$ cat config.mk
export PLATFORM = sky130hd
export DESIGN_NAME = regfile_mp_bypass
export DESIGN_NICKNAME = d
export VERILOG_FILES = /design/src/rtl/regfile_mp_bypass.sv
export SDC_FILE = /design/constraint.sdc
export NUM_CORES = 1
export LEC_CHECK = 0
export ABC_CLOCK_PERIOD_IN_PS = 5800
export BUFFER_PORTS_ARGS = -buffer_cell sky130_fd_sc_hd__buf_2
export CAP_MARGIN = 20
export CELL_PAD_IN_SITES_DETAIL_PLACEMENT = 1
export CELL_PAD_IN_SITES_GLOBAL_PLACEMENT = 2
export CORE_ASPECT_RATIO = 0.75
export CORE_MARGIN = 5
export CORE_UTILIZATION = 45
export DETAILED_ROUTE_END_ITERATION = 10
export PLACE_DENSITY_LB_ADDON = 0.1
export SYNTH_ARGS = -nofsm -noshare
export SYNTH_HDL_FRONTEND = slang
export SYNTH_SLANG_ARGS = --single-unit
$ cat constraint.sdc
create_clock -name CLK -period 5.8 [get_ports CLK]
set_clock_uncertainty 0.2 [all_clocks]
set_input_delay 0.87 -clock CLK [delete_from_list [all_inputs] [get_ports CLK]]
set_output_delay 0.87 -clock CLK [all_outputs]
set_load 0.02 [all_outputs]
$ cat src/rtl/regfile_mp_bypass.sv
// Multi-read-port register file with byte-lane writes, optional same-cycle
// write-to-read forwarding and a self-sequencing clear/preset pass after reset.
module regfile_mp_bypass #(
   parameter int DATA_WIDTH = 32,
   parameter int ADDR_WIDTH = 5,
   parameter int REG_COUNT  = 32,
   parameter int NUM_RD     = 2,
   parameter int BYPASS     = 1,
   parameter int PRESET_A0  = 5,
   parameter logic [DATA_WIDTH-1:0] PRESET_V0 = 6,
   parameter int PRESET_A1  = 9,
   parameter logic [DATA_WIDTH-1:0] PRESET_V1 = 'h2004
) (
   input  logic                         CLK,
   input  logic                         rst_n,
   input  logic                         WE3,
   input  logic [ADDR_WIDTH-1:0]        A3,
   input  logic [DATA_WIDTH-1:0]        WD3,
   input  logic [DATA_WIDTH/8-1:0]      BE3,
   input  logic [NUM_RD*ADDR_WIDTH-1:0] RA,
   output logic [NUM_RD*DATA_WIDTH-1:0] RD,
   input  logic                         clr_req,
   output logic                         ready
);

   localparam int NBYTES = DATA_WIDTH / 8;
   localparam logic [ADDR_WIDTH-1:0] LAST = ADDR_WIDTH'(REG_COUNT - 1);

   typedef enum logic {CLEAR, READY} state_t;

   state_t                  state;
   logic [ADDR_WIDTH-1:0]   cnt;
   logic [DATA_WIDTH-1:0]   mem [REG_COUNT];
   logic                    wr_en;
   logic                    fwd_en;

   function automatic logic in_range(input logic [ADDR_WIDTH-1:0] a);
      return (32'(a) < 32'(REG_COUNT));
   endfunction

   function automatic logic [DATA_WIDTH-1:0] merge(input logic [DATA_WIDTH-1:0] old_v,
                                                   input logic [DATA_WIDTH-1:0] new_v,
                                                   input logic [NBYTES-1:0]     be);
      logic [DATA_WIDTH-1:0] r;
      r = old_v;
      for (int b = 0; b < NBYTES; b++) begin
         if (be[b]) r[8*b +: 8] = new_v[8*b +: 8];
      end
      return r;
   endfunction

   function automatic logic [DATA_WIDTH-1:0] clear_value(input logic [ADDR_WIDTH-1:0] a);
      if (a == ADDR_WIDTH'(PRESET_A0)) return PRESET_V0;
      if (a == ADDR_WIDTH'(PRESET_A1)) return PRESET_V1;
      return '0;
   endfunction

   // A clear request wins over a coincident write; register 0 is never written.
   assign wr_en  = WE3 && !clr_req && (A3 != '0) && in_range(A3);
   assign fwd_en = (BYPASS != 0) && ready && WE3 && (A3 != '0) && in_range(A3);

   always_ff @(posedge CLK) begin
      if (!rst_n) begin
         state <= CLEAR;
         cnt   <= '0;
         ready <= 1'b0;
      end else begin
         case (state)
            CLEAR: begin
               cnt <= cnt + 1'b1;
               if (cnt == LAST) begin
                  state <= READY;
                  ready <= 1'b1;
               end
            end
            READY: begin
               if (clr_req) begin
                  state <= CLEAR;
                  cnt   <= '0;
                  ready <= 1'b0;
               end
            end
            default: begin
               state <= CLEAR;
               cnt   <= '0;
               ready <= 1'b0;
            end
         endcase
      end
   end

   // Array has no reset; contents are defined by the clear pass.
   always_ff @(posedge CLK) begin
      if (rst_n) begin
         if (state == CLEAR) begin
            mem[cnt] <= clear_value(cnt);
         end else if (wr_en) begin
            mem[A3] <= merge(mem[A3], WD3, BE3);
         end
      end
   end

   for (genvar k = 0; k < NUM_RD; k++) begin : g_rd
      logic [ADDR_WIDTH-1:0] addr;
      logic [DATA_WIDTH-1:0] data;

      assign addr = RA[k*ADDR_WIDTH +: ADDR_WIDTH];

      always_comb begin
         data = '0;
         if ((addr != '0) && in_range(addr)) begin
            if (fwd_en && (addr == A3)) data = merge(mem[addr], WD3, BE3);
            else                        data = mem[addr];
         end
      end

      assign RD[k*DATA_WIDTH +: DATA_WIDTH] = data;
   end

endmodule

# Word level (Yosys, flattened, before mapping)

Memories as Yosys holds them, arrays and structs flattened.
Index checks and enable logic that the tools add are counted.

Register bits: 7
RAM bits: 1,024
Input bits: 55
Output and inout bits: 65
Memories kept: 1

Memories:

| name | depth | width | read ports | clocked after memory_dff | write ports | RTL line | source |
|---|---|---|---|---|---|---|---|
| mem  | 32    | 32    | 2          | 0                        | 1           | 33       | `logic [DATA_WIDTH-1:0] mem [REG_COUNT];` |

$add $sub $neg: 1
Equality and inequality tests: 11
Multiplexer cells: 59
Bitwise operators: 1
Reduce and logical (&&, ||, !) cells: 16

Operator list:

| operator                                                               | count |
|---|---|
| 32-bit 2-to-1 mux                                                      | 11 |
| 8-bit 2-to-1 mux                                                       | 24 |
| 32-bit OR reduction                                                    | 1 |
| 1-bit 2-to-1 mux                                                       | 18 |
| 4-bit != test (second input constant)                                  | 4 |
| 5-bit nonzero test                                                     | 3 |
| 5-bit equality test                                                    | 2 |
| 5-bit 2-to-1 mux                                                       | 2 |
| 5-bit one-hot mux with 2 select lines                                  | 1 |
| 2-bit AND reduction                                                    | 5 |
| 1-bit logical AND                                                      | 6 |
| 5-bit by 1-bit adder with 5-bit output (second input constant)         | 1 |
| 5-bit by 3-bit equality test with 1-bit output (second input constant) | 1 |
| 5-bit by 4-bit equality test with 1-bit output (second input constant) | 1 |
| 5-bit equality test (second input constant)                            | 1 |
| 4-bit 2-to-1 mux                                                       | 1 |
| 2-bit != test (second input constant)                                  | 2 |
| 1-bit one-hot mux with 2 select lines                                  | 2 |
| 1-bit logical NOT                                                      | 1 |
| 1-bit NOT                                                              | 1 |

# Longest topological paths before layout

Depth in word-level cells: 12
Gate-level depth with buffers: 10
Gate-level depth less buffers: 6

# Least setup slack after synthesis

No wires, ideal clock.

Path type: input to register
From: in A3[4]
To: mem mem[0][13] (data pin)
Setup time: 563 ps
Arrival: 3,728 ps
Required time: 5,037 ps
Slack: 1,309 ps
Stages on the path: 5
Cell sequence: buf_2 nor4_2 a2111oi_4 buf_2 o41ai_1

Cells in the longest elaborated chain, start to end: 9
Elaborated cells between the ends (all ways): 16
Classes of those cells: 4 x eq/ne; 5 x mux; 7 x reduce/logical

Ends and longest elaborated chain:

| what                                   | RTL line | source |
|---|---|---|
| from (decl)                            | 17       | `input logic [ADDR_WIDTH-1:0] A3,` |
| 5-bit nonzero test *                   | 59       | `assign wr_en = WE3 && !clr_req && (A3 != '0) && in_range(A3);` |
| 1-bit logical AND *                    | 59       |  |
| 1-bit 2-to-1 mux                       | 97       | `end else if (wr_en) begin` |
| 1-bit 2-to-1 mux                       | 95       | `if (state == CLEAR) begin` |
| 1-bit 2-to-1 mux                       | 94       | `if (rst_n) begin` |
| 1-bit 2-to-1 mux (implied by the code) | 98       | `mem[A3] <= merge(mem[A3], WD3, BE3);` |
| 2-bit AND reduction (no line)          | -        |  |
| 32-bit OR reduction (no line) *        | -        |  |
| 32-bit 2-to-1 mux (no line) *          | -        |  |
| to (decl)                              | 33       |  |

Every way passes the cells marked *; elsewhere a longest branch is shown, timed or not.

# Worst setup path after layout

From: in RA[6]
To: out RD[52]

Cells in the longest elaborated chain, start to end: 4
Elaborated cells between the ends (all ways): 7
Classes of those cells: 1 x eq/ne; 3 x mux; 2 x reduce/logical; 1 x memory

Ends and longest elaborated chain:

| what                                                             | RTL line | source |
|---|---|---|
| from (decl)                                                      | 20       | `input logic [NUM_RD*ADDR_WIDTH-1:0] RA,` |
| memory 32 x 32 bit / 5-bit equality test (equally long branches) | -        |  |
| 8-bit 2-to-1 mux / 1-bit logical AND (equally long branches)     | 47, 112  |  |
| 32-bit 2-to-1 mux                                                | 112      | `if (fwd_en && (addr == A3)) data = merge(mem[addr], WD3, BE3);` |
| 32-bit 2-to-1 mux *                                              | 111      | `if ((addr != '0) && in_range(addr)) begin` |
| to (decl)                                                        | 21       | `output logic [NUM_RD*DATA_WIDTH-1:0] RD,` |

Marked as above.

==> metrics.md <==
| Metric | Value |
|---|---|
| Max-slew violations | `0` |
| WP data required | `4730 ps` |
| DRT iter0 DRCs | `4,244` |
| Rows | `106` |
| Setup crit start kind | `primary input` |
| Final Cycle Share | `84.8%` |
| Post-route ant nets | `0` |
| Max H-tree Level | `3` |
| Die X | `398 um` |
| CTS tree | `done` |
| EDFF count, synth | `1,024` |
| Status | `complete, no violations` |
| Bufs on Longest Clock Path | `3` |
| Syn nets | `3,180` |
| Synth Cell Area | `0.0509 sq mm` |
| Cts bufs inserted | `105` |
| Layout cells sized above 1 | `25.8%` |
| Final RePlAce weighted congestion | `0.873` |
| 1st-pass router iterations | `5` |
| Crit Path Class | `in2out` |
| Yosys Warn Count | `0` |
| RSZ-0062 raised after global routing | `no` |
| CP max FO | `27` |
| CTS Hold Bufs | `0` |
| Initial antenna violation count | `8` |
| Starting Density | `45.5%` |
| Pwr dens | `289 mW/mm^2` |
| CP arrival | `3850 ps` |
| Relative slew margins | `23.6%` |
| Largest net degree at the start of global routing | `77` |
| Max-cap viol count | `0` |
| Highest-count cells in the layout ignoring fill and taps | `edfxtp_1, mux2i_1, mux4_2` |
| Asr flop ratio synth | `0%` |
| Hold_ws | `323 ps` |
| Pwr Total | `16.6 mW` |
| Final setup violation count | `0` |
| Synth Flop Type | `edfxtp_1` |
| Total congestion overflow | `0` |
| Hold Path Class | `in2reg` |
| IO buf count | `119` |
| DR WL/cell | `38.2 um` |
| Count of cell types in the netlist | `65` |
| Post-synthesis sequential area ratio | `60.7%` |
| VDD IR max | `0.253 mV` |
| Die area | `0.120 sq mm` |
| Setup TNS | `0 ps` |
| Die height | `301 um` |
| Gates resized, CTS repair | `0` |
| Core area | `0.112 sq mm` |
| Post-Route WL | `189,000 um` |
| #FFs+latches synth | `1,031` |
| Worst-Skew Late Latency | `710 ps` |
| Final net count | `3,396` |
| Via count | `33,694` |
| Vias per cell | `6.82` |
| Root Driver | `clkbuf_16` |
| Post-CTS setup buffer count | `0` |
| Vias in the first global route | `34,325` |
| Syn avg cell area | `16.3 sq um` |
| DP HPWL | `122,000 um` |
| Leak | `19.7 nW` |
| Clock sinks | `1,031` |
| Global-route wire length before repair | `263,000 um` |
| # DRC | `0` |
| Total GRT Usage | `30.9%` |
| Mapped Cells | `3,122` |
| Commonest non-fill, non-tap cell in the layout | `edfxtp_1` |
| Final Hold Viols | `0` |
| Io pins | `120` |
| Slew @ Worst Pin | `1140 ps` |
| Fmax | `203 MHz` |
| Crit path capture type | `output port` |
| Clock-pin slew on the worst setup and hold paths | `60 ps` |
| Area grow syn2layout | `13.2%` |
| Tmin final | `4920 ps` |
-- area by class of cell --
class                      count  area, sq um
antenna                        3         7.51
clock buffer                 131         2770
clock inverter                61          549
fill                       10378        54200
inverter                      19         73.8
multi-input combinational   1825        18500
sequential                  1031        30900
tap                         1512         1890
timing repair buffer         356         2950
-- worst max-delay path, cell delays in order --
cell	delay, ps
clkbuf_8	350
and2_2	530
buf_4	600
a221oi_1	290
o31ai_1	530
o32ai_1	210
a22o_1	240
buf_2	160
-- cell usage after synthesis, types with 23 or more instances --
library cell	instances	area (sq um)
a211oi_1	23	173
a21oi_1	80	400
a221o_1	83	831
a221oi_1	112	981
a22o_1	30	263
a22oi_1	44	330
and2_1	35	219
buf_1	24	90.1
buf_2	46	230
buf_6	50	563
clkbuf_1	95	357
edfxtp_1	1024	30700
mux2_2	23	259
mux2i_1	420	4200
mux4_2	315	7090
nand2_1	105	394
nand2b_1	27	169
nor2_1	216	811
o211ai_1	34	255
o21ai_0	69	345
o22ai_1	26	163
o31ai_1	26	195
-- cell families after synthesis --
logic type,count (synthesis),share of synthesized area (%)
xor gates and xnor gates,11,0.189
muxes,758,22.7
buffers and inverters,266,3.25
DFF,1031,60.7
and+or+nand+nor,457,4.15
AOI/OAI and AO/OA,596,8.92
adders and majority gates,3,0.0738
-- state kept, by name, summed over array words and instances (netlist names) --
signal	cells
ready	1
mem	1024
state	1
cnt	5
-- through the flow --
stage	instances	util (%)	cell area [sq um]	worst slack [ps]
after CTS	4916	51.2	57200	898
after detailed placement	4724	48.2	53900	919
final	4938	51.5	57600	884
after global routing	4935	51.5	57600	890
after global placement	4718	48.1	53800	933
after floorplan	3122	-	50900	1310
-- layer usage --
| metal | GRT usage (%) | vias up | share of wire, % |
|---|---|---|---|
| met4 | 8.94 | 6 | 3.3 |
| met3 | 5.62 | 356 | 9.5 |
| met2 | 47.8 | 1861 | 45 |
| met1 | 45.1 | 18047 | 42 |
| li1 | - | 13424 | - |
| met5 | 0 | - | 0.022 |
-- power by group --
group	total (mW)	internal, mW	switching (mW)	leakage (nW)
clock network	6.75	3.81	2.94	1.62
logic	1.75	0.634	1.11	8.60
registers	8.14	8.12	0.0226	9.52
-- final timing paths --
path	from	end	slack, ps	depth (start not counted)
min reg2reg	cnt[0]$_SDFFE_PN0P_	cnt[0]$_SDFFE_PN0P_	460	2
min	rst_n	state$_SDFF_PN0_	320	2
max reg2reg	state$_SDFF_PN0_	mem[6][3]$_DFFE_PP_	1400	6
max	RA[6]	RD[52]	880	8
(Power assumes the default switching activity.)
